`src/rtl/mem_req_router.sv`:
```
`default_nettype none
// ============================================================================
//  Module   : mem_req_router
//  Brief    : Decodes MEM-stage load/store requests against programmable
//             address windows, forwards them to one slave over a valid/ready
//             channel and returns the slave response, an access fault or a
//             timeout error to the core.
//  Revision : 1.0 - initial parametrised release
// ============================================================================
module mem_req_router #(
   parameter int                          NUM_REGIONS    = 2,
   parameter logic [NUM_REGIONS*32-1:0]   REGION_BASE    = {32'h0000_2400, 32'h0000_1000},
   parameter logic [NUM_REGIONS*32-1:0]   REGION_SIZE    = {32'h0000_0010, 32'h0000_0400},
   parameter logic [NUM_REGIONS-1:0]      WORD_ONLY      = 2'b10,
   parameter int                          TIMEOUT_CYCLES = 256
) (
   input  logic                        clk,
   input  logic                        rst_n,
   // core request / response
   input  logic                        req_valid,
   output logic                        req_ready,
   input  logic [31:0]                 req_addr,
   input  logic                        req_we,
   input  logic [1:0]                  req_size,
   input  logic [31:0]                 req_wdata,
   input  logic [3:0]                  req_wstrb,
   output logic                        rsp_valid,
   output logic [31:0]                 rsp_rdata,
   output logic                        rsp_err,
   // slave side
   output logic [NUM_REGIONS-1:0]      slv_valid,
   input  logic [NUM_REGIONS-1:0]      slv_ready,
   output logic [31:0]                 slv_addr,
   output logic                        slv_we,
   output logic [31:0]                 slv_wdata,
   output logic [3:0]                  slv_wstrb,
   input  logic [NUM_REGIONS-1:0]      slv_rvalid,
   input  logic [NUM_REGIONS*32-1:0]   slv_rdata,
   input  logic [NUM_REGIONS-1:0]      slv_rerr
);

   localparam int SEL_W = (NUM_REGIONS > 1) ? $clog2(NUM_REGIONS) : 1;
   localparam int CNT_W = (TIMEOUT_CYCLES > 0) ? $clog2(TIMEOUT_CYCLES + 1) : 1;

   // Timeout fires in the cycle whose increment would reach TIMEOUT_CYCLES,
   // so exactly TIMEOUT_CYCLES cycles are spent in ISSUE+WAIT.
   localparam bit               c_TO_EN    = (TIMEOUT_CYCLES > 0);
   localparam logic [CNT_W-1:0] c_CNT_LAST = (TIMEOUT_CYCLES > 0) ? CNT_W'(TIMEOUT_CYCLES - 1) : '0;
   localparam logic [CNT_W-1:0] c_CNT_MAX  = {CNT_W{1'b1}};

   localparam logic [1:0] c_IDLE  = 2'd0;
   localparam logic [1:0] c_ISSUE = 2'd1;
   localparam logic [1:0] c_WAIT  = 2'd2;
   localparam logic [1:0] c_RESP  = 2'd3;

   logic [1:0]             r_state;
   logic                   r_ready_en;
   logic [31:0]            r_addr;
   logic                   r_we;
   logic [31:0]            r_wdata;
   logic [3:0]             r_wstrb;
   logic [SEL_W-1:0]       r_sel;
   logic [31:0]            r_rdata;
   logic                   r_err;
   logic [CNT_W-1:0]       r_cnt;

   logic [NUM_REGIONS-1:0] w_hit;
   logic                   w_any_hit;
   logic [SEL_W-1:0]       w_sel;
   logic [31:0]            w_base;
   logic                   w_align_bad;
   logic                   w_word_bad;
   logic                   w_fault;
   logic                   w_accept;
   logic                   w_timeout;
   logic                   w_sel_ready;
   logic                   w_sel_rvalid;
   logic                   w_sel_rerr;
   logic [31:0]            w_sel_rdata;
   logic [NUM_REGIONS-1:0] w_slv_valid;

   // Window match per region, widened to 33 bits so top-of-memory never wraps
   generate
      for (genvar gi = 0; gi < NUM_REGIONS; gi++) begin : g_hit
         assign w_hit[gi] = ({1'b0, req_addr} >= {1'b0, REGION_BASE[32*gi +: 32]}) &&
                            (({1'b0, req_addr} - {1'b0, REGION_BASE[32*gi +: 32]}) <
                             {1'b0, REGION_SIZE[32*gi +: 32]});
      end
   endgenerate

   // Priority select: scan downward so the lowest matching index wins
   always_comb begin
      w_sel     = '0;
      w_any_hit = 1'b0;
      w_base    = '0;
      for (int i = NUM_REGIONS - 1; i >= 0; i--) begin
         if (w_hit[i]) begin
            w_sel     = SEL_W'(i);
            w_any_hit = 1'b1;
            w_base    = REGION_BASE[32*i +: 32];
         end
      end
   end

   // Size/alignment legality of the incoming request
   always_comb begin
      w_align_bad = 1'b0;
      case (req_size)
         2'b00:   w_align_bad = 1'b0;
         2'b01:   w_align_bad = req_addr[0];
         2'b10:   w_align_bad = (req_addr[1:0] != 2'b00);
         default: w_align_bad = 1'b1;
      endcase
   end

   assign w_word_bad = WORD_ONLY[w_sel] && (req_size != 2'b10);
   assign w_fault    = !w_any_hit || w_align_bad || w_word_bad;

   assign req_ready  = r_ready_en && (r_state == c_IDLE);
   assign w_accept   = req_valid && req_ready;
   assign w_timeout  = c_TO_EN && (r_cnt == c_CNT_LAST);

   // Pick the handshake/response lines of the latched slave only
   always_comb begin
      w_sel_ready  = 1'b0;
      w_sel_rvalid = 1'b0;
      w_sel_rerr   = 1'b0;
      w_sel_rdata  = '0;
      w_slv_valid  = '0;
      for (int i = 0; i < NUM_REGIONS; i++) begin
         if (r_sel == SEL_W'(i)) begin
            w_sel_ready    = slv_ready[i];
            w_sel_rvalid   = slv_rvalid[i];
            w_sel_rerr     = slv_rerr[i];
            w_sel_rdata    = slv_rdata[32*i +: 32];
            w_slv_valid[i] = (r_state == c_ISSUE);
         end
      end
   end

   // Transaction FSM with request/response latches
   always_ff @(posedge clk or negedge rst_n) begin
      if (!rst_n) begin
         r_state    <= c_IDLE;
         r_ready_en <= 1'b0;
         r_addr     <= '0;
         r_we       <= 1'b0;
         r_wdata    <= '0;
         r_wstrb    <= '0;
         r_sel      <= '0;
         r_rdata    <= '0;
         r_err      <= 1'b0;
      end else begin
         r_ready_en <= 1'b1;
         case (r_state)
            c_IDLE: begin
               if (w_accept) begin
                  r_addr  <= req_addr - w_base;
                  r_we    <= req_we;
                  r_wdata <= req_wdata;
                  r_wstrb <= req_wstrb;
                  r_sel   <= w_sel;
                  r_rdata <= '0;
                  r_err   <= w_fault;
                  r_state <= w_fault ? c_RESP : c_ISSUE;
               end
            end
            c_ISSUE: begin
               if (w_timeout) begin
                  r_rdata <= '0;
                  r_err   <= 1'b1;
                  r_state <= c_RESP;
               end else if (w_sel_ready) begin
                  r_state <= c_WAIT;
               end
            end
            c_WAIT: begin
               // A response arriving in the last allowed cycle still counts
               if (w_sel_rvalid) begin
                  r_rdata <= r_we ? 32'h0 : w_sel_rdata;
                  r_err   <= w_sel_rerr;
                  r_state <= c_RESP;
               end else if (w_timeout) begin
                  r_rdata <= '0;
                  r_err   <= 1'b1;
                  r_state <= c_RESP;
               end
            end
            default: r_state <= c_IDLE;
         endcase
      end
   end

   // Saturating timeout counter, restarted on every accepted request
   always_ff @(posedge clk or negedge rst_n) begin
      if (!rst_n) begin
         r_cnt <= '0;
      end else if (w_accept) begin
         r_cnt <= '0;
      end else if (((r_state == c_ISSUE) || (r_state == c_WAIT)) && (r_cnt != c_CNT_MAX)) begin
         r_cnt <= r_cnt + 1'b1;
      end
   end

   assign rsp_valid = (r_state == c_RESP);
   assign rsp_rdata = rsp_valid ? r_rdata : 32'h0;
   assign rsp_err   = rsp_valid && r_err;

   assign slv_valid = w_slv_valid;
   assign slv_addr  = r_addr;
   assign slv_we    = r_we;
   assign slv_wdata = r_wdata;
   assign slv_wstrb = r_wstrb;

endmodule
`default_nettype wire

```
`config.mk`:
```
export PLATFORM = sky130hd
export DESIGN_NAME = mem_req_router
export DESIGN_NICKNAME = d
export VERILOG_FILES = /design/src/rtl/mem_req_router.sv
export SDC_FILE = /design/constraint.sdc
export NUM_CORES = 1
export LEC_CHECK = 0
export CORE_ASPECT_RATIO = 2
export CORE_MARGIN = 5
export CORE_UTILIZATION = 43
export CTS_CLUSTER_DIAMETER = 40
export DETAILED_ROUTE_END_ITERATION = 16
export PLACE_DENSITY = 0.88
export REMOVE_ABC_BUFFERS = 1
export SYNTH_ARGS = -nofsm -noshare
export SYNTH_HDL_FRONTEND = slang
export SYNTH_SLANG_ARGS = --single-unit
```
`constraint.sdc`:
```
create_clock -name clk -period 2.7 [get_ports clk]
set_input_delay 0.675 -clock clk [delete_from_list [all_inputs] [get_ports clk]]
set_output_delay 0.675 -clock clk [all_outputs]
set_load 0.01 [all_outputs]
```
==> results.sh <==
export IMPL_synth_top_area_share_pct=47.9
export IMPL_cts_tree="built"
export IMPL_cts_made_buffers=17
export IMPL_wl_um=22200
export IMPL_clk_pin_slew_worst_paths_ns=0.06
export IMPL_crit_type="in -> reg"
export IMPL_yosysWarnings=0
export IMPL_grt_ovfl_total=0
export IMPL_powerDensity_nw_per_um2=856
export IMPL_grt_pass1_wl_um=33100
export IMPL_diodes=0
export IMPL_hpwl_um=14900
export IMPL_layout_nets=1155
export IMPL_yosys_area_top_type="dfrtp_1"
export IMPL_synth_edf_count=0
export IMPL_synth_cell_type_count=57
export IMPL_maxSlewViolCount=0
export IMPL_drtIter0Drc=341
export IMPL_fmax_ghz=0.281
export IMPL_cts_sinks=115
export IMPL_htreeDepth=4
export IMPL_port_buffers=249
export IMPL_fin_crit_ns=3.56
export IMPL_grt_pass1_vias=6556
export IMPL_cp_top_family="simple AND/OR/NAND/NOR gates"
export IMPL_route_vias_total=6247
export IMPL_avgViaCountPerCell=5.22
export IMPL_ant_nets=0
export IMPL_nFillCells=874
export IMPL_drive_above_1_share_pct=21.6
export IMPL_row_count=61
export IMPL_die_w_um=93.6
export IMPL_min_path_type="in -> async"
export IMPL_pwr_share_seq_pct=32.6
export IMPL_synth_cells=669
export IMPL_grt_usage_pct=25.6
export IMPL_die_y_um=177
export IMPL_dieArea_um2=16600
export IMPL_end_kind="flop"
export IMPL_clk_latency_ns=0.40
export IMPL_clock_skew_ns=0.00920
export IMPL_gp_congestion=0.928
export IMPL_io_pins=250
export IMPL_seq_area_frac_synth_pct=47.9
export IMPL_fin_hold_ws_ns=0.250
export IMPL_p_comb_share_pct=41.6
export IMPL_leakage_nw=4.56
export IMPL_syn_area_um2=6010
export IMPL_power_mw=8.98
export IMPL_antenna_found_initial=0
export IMPL_slew_headroom_pct=60.2
export IMPL_fin_ws_ns=-0.864
export IMPL_slowest_delay_ns=0.40
export IMPL_cp_data_required_time_ns=2.98
export IMPL_seqCellArea_um2=2880
export IMPL_worst_pin_slew_ns=0.598
export IMPL_internal_power_mw=5.82
export IMPL_initial_utilization_pct=43.5
export IMPL_setup_viol=24
export IMPL_status="finished with violations"
export IMPL_reg2reg_to="r_cnt[7]$_DFFE_PN0P_"
export IMPL_clk_path_buf_depth=2
export IMPL_clockRootBuffer="clkbuf_16"
export IMPL_r2r_cells=8
export IMPL_ys_ff_latch=115
export IMPL_finalNonFillerCells=1196
export IMPL_wire_per_inst_um=18.6
export IMPL_switching_share_pct=35.2
export IMPL_drc=0
export IMPL_fin_crit_sh_pct=132
export IMPL_maxCapViolCount=0
export IMPL_cp_slowest_cell="or3b_4"
export IMPL_ys_flop_type="dfrtp_1"
export IMPL_dpl_cell_count=1145
export IMPL_syn_area_per_cell_um2=8.98
export IMPL_area_growth_pct=74.6
export IMPL_cp_start_kind="primary input"
export IMPL_cp_arrival_ns=3.84
export IMPL_multiInputGateArea_um2=3480
export IMPL_synth_async_sr_flop_share_pct=100
export IMPL_reg2reg_slack_ns=0.50
export IMPL_peakVddDrop_mv=0.779
export IMPL_violations="setup timing"
export IMPL_final_hold_viol_count=0
export IMPL_synth_area_leaders="dfrtp_1, nand2_1, mux2i_1"
export IMPL_rsz0062_at_grt="true"
export IMPL_firstDrtPassIters=7
export IMPL_core_um2=13800
export IMPL_clockPowerShare_pct=25.7
export IMPL_worstPathCellList="buf_8 > buf_6 > ha_4 > or3b_4 > a2111oi_4 > nand4_1 > or3_4 > inv_4 > ha_4 > ha_4 > nor2b_4 > o21ai_2 > nand4b_1 > nor3_2 > xnor2_1 > o21ai_1"
export IMPL_cp_common_cell="ha_4"
export IMPL_worst_path_buf_inv=3
export IMPL_rr_startpoint="r_cnt[0]$_DFFE_PN0P_"
export IMPL_critPathMaxFanout=4
export IMPL_p_sw_mw=3.16
export IMPL_cts_hold_repair_buffers=0
export IMPL_grt_max_degree=59
[worst register-to-register path: stages, from the launching register on]
cell and delay (ns):
dfrtp_1 0.41, ha_1 0.23, nand3_1 0.09, nor2_1 0.06
ha_1 0.18, nor2b_1 0.41, o2111ai_1 0.22, or3_1 0.34
a21oi_1 0.17
[layout make-up]
type	count	area share, %
repair buffers	341	30.9
well taps	189	2.25
multi-input cells	507	33.1
inverters	12	0.477
flip-flops and latches	115	27.4
clock inverters	15	1.72
clock buffers	17	4.05
[sequential cells by signal, indices dropped and copies added (netlist names)]
register / flops
slv_wstrb: 4
r_sel: 1
r_ready_en: 1
r_state: 2
r_err: 1
slv_wdata: 32
slv_addr: 32
slv_we: 1
r_rdata: 32
r_cnt: 9
[how the worst max path moves through the flow]
stage	from	to	slack, ns	cells past startpoint
4_1_cts	req_addr[12]	slv_addr[22]$_DFFE_PN0P_	-0.58	17
2_1_floorplan	req_addr[12]	slv_addr[20]$_DFFE_PN0P_	-1.14	16
6_report	req_addr[12]	slv_addr[24]$_DFFE_PN0P_	-0.86	16
5_1_grt	req_addr[12]	slv_addr[24]$_DFFE_PN0P_	-0.94	16
3_3_place_gp	req_addr[12]	slv_addr[20]$_DFFE_PN0P_	-1.65	17
3_5_place_dp	req_addr[12]	slv_addr[16]$_DFFE_PN0P_	-1.75	18
[layer usage]
layer | part of all wire (%) | vias up | wire length [µm] | GRT usage, %
met3 | 6.5 | 83 | 1440 | 5.96
met5 | 0 | - | 0 | 0
met2 | 54 | 322 | 12000 | 47.0
li1 | - | 2879 | - | -
met1 | 34 | 2963 | 7620 | 26.0
met4 | 5.1 | 0 | 1140 | 14.5
[synth_stat cells (8+ instances only)]
library cell,number
and2_1,36
clkbuf_1,25
dfrtp_1,115
ha_1,17
inv_1,12
mux2i_1,35
nand2_1,211
nand4_1,8
nor2_1,24
nor3_1,8
o21ai_0,60
xnor2_1,18
xor2_1,12
[layout by cell type (no fill, tap or decap), types with 4 or more instances in the layout]
cell,instances
o21ai_1,17
nand2_2,4
dfrtp_1,113
nand2_1,207
clkbuf_16,17
mux2i_1,35
nor3_1,4
xor2_1,8
a21oi_1,5
buf_6,14
nor2_2,6
and2_1,36
or3_1,4
ha_1,8
nor2_1,16
clkbuf_2,4
ha_4,8
buf_4,79
xor2_2,4
clkdlybuf4s50_1,221
o21ai_0,41
nand4_1,8
xnor2_1,16
inv_1,7
dlygate4sd2_1,11
nor4_4,7
[repair_timing]
item | in CTS | in global routing
gates resized for setup | 141 | 59
buffers inserted | 16 | 8
pin swaps | 43 | 45
setup endpoints to repair | 58 | 37
[stage by stage]
stage	area [µm²]	setup slack [ns]	setup TNS (ns)	util, %
global placement	9170	-1.65	-34.03	66.4
CTS	10300	-0.580	-9.37	74.3
detailed placement	9170	-1.75	-36.10	66.4
floorplan	5840	-1.14	-33.59	-
global route	10500	-0.944	-14.58	76.0
finish	10500	-0.864	-13.34	76.0
[power by group through the flow]
| stage | clock network, mW | logic [mW] | registers, mW |
|---|---|---|---|
| detailed placement | 0 | 3.58 | 2.94 |
| global placement | 0 | 3.51 | 2.89 |
| floorplan | 0 | 1.25 | 3.12 |
| CTS | 2.34 | 3.69 | 2.92 |
| global route | 2.43 | 4.08 | 3.03 |
| finish | 2.31 | 3.74 | 2.93 |
[logic make-up (layout without fill, tap and decap cells)]
kind of cell / count (synthesis) / count (layout) / synth area share (%)
other: 1 / 1 / 0.0624
flip-flops: 115 / 115 / 47.9
AO/OA/AOI/OAI: 91 / 91 / 8.99
multiplexers: 35 / 35 / 5.83
XOR/XNOR: 30 / 30 / 4.37
adder cells (fa/ha/maj): 17 / 17 / 3.54
AND/OR/NAND/NOR: 333 / 333 / 25.8
buffers and inverters: 47 / 385 / 3.54
Power figures use the tool's default switching activity.
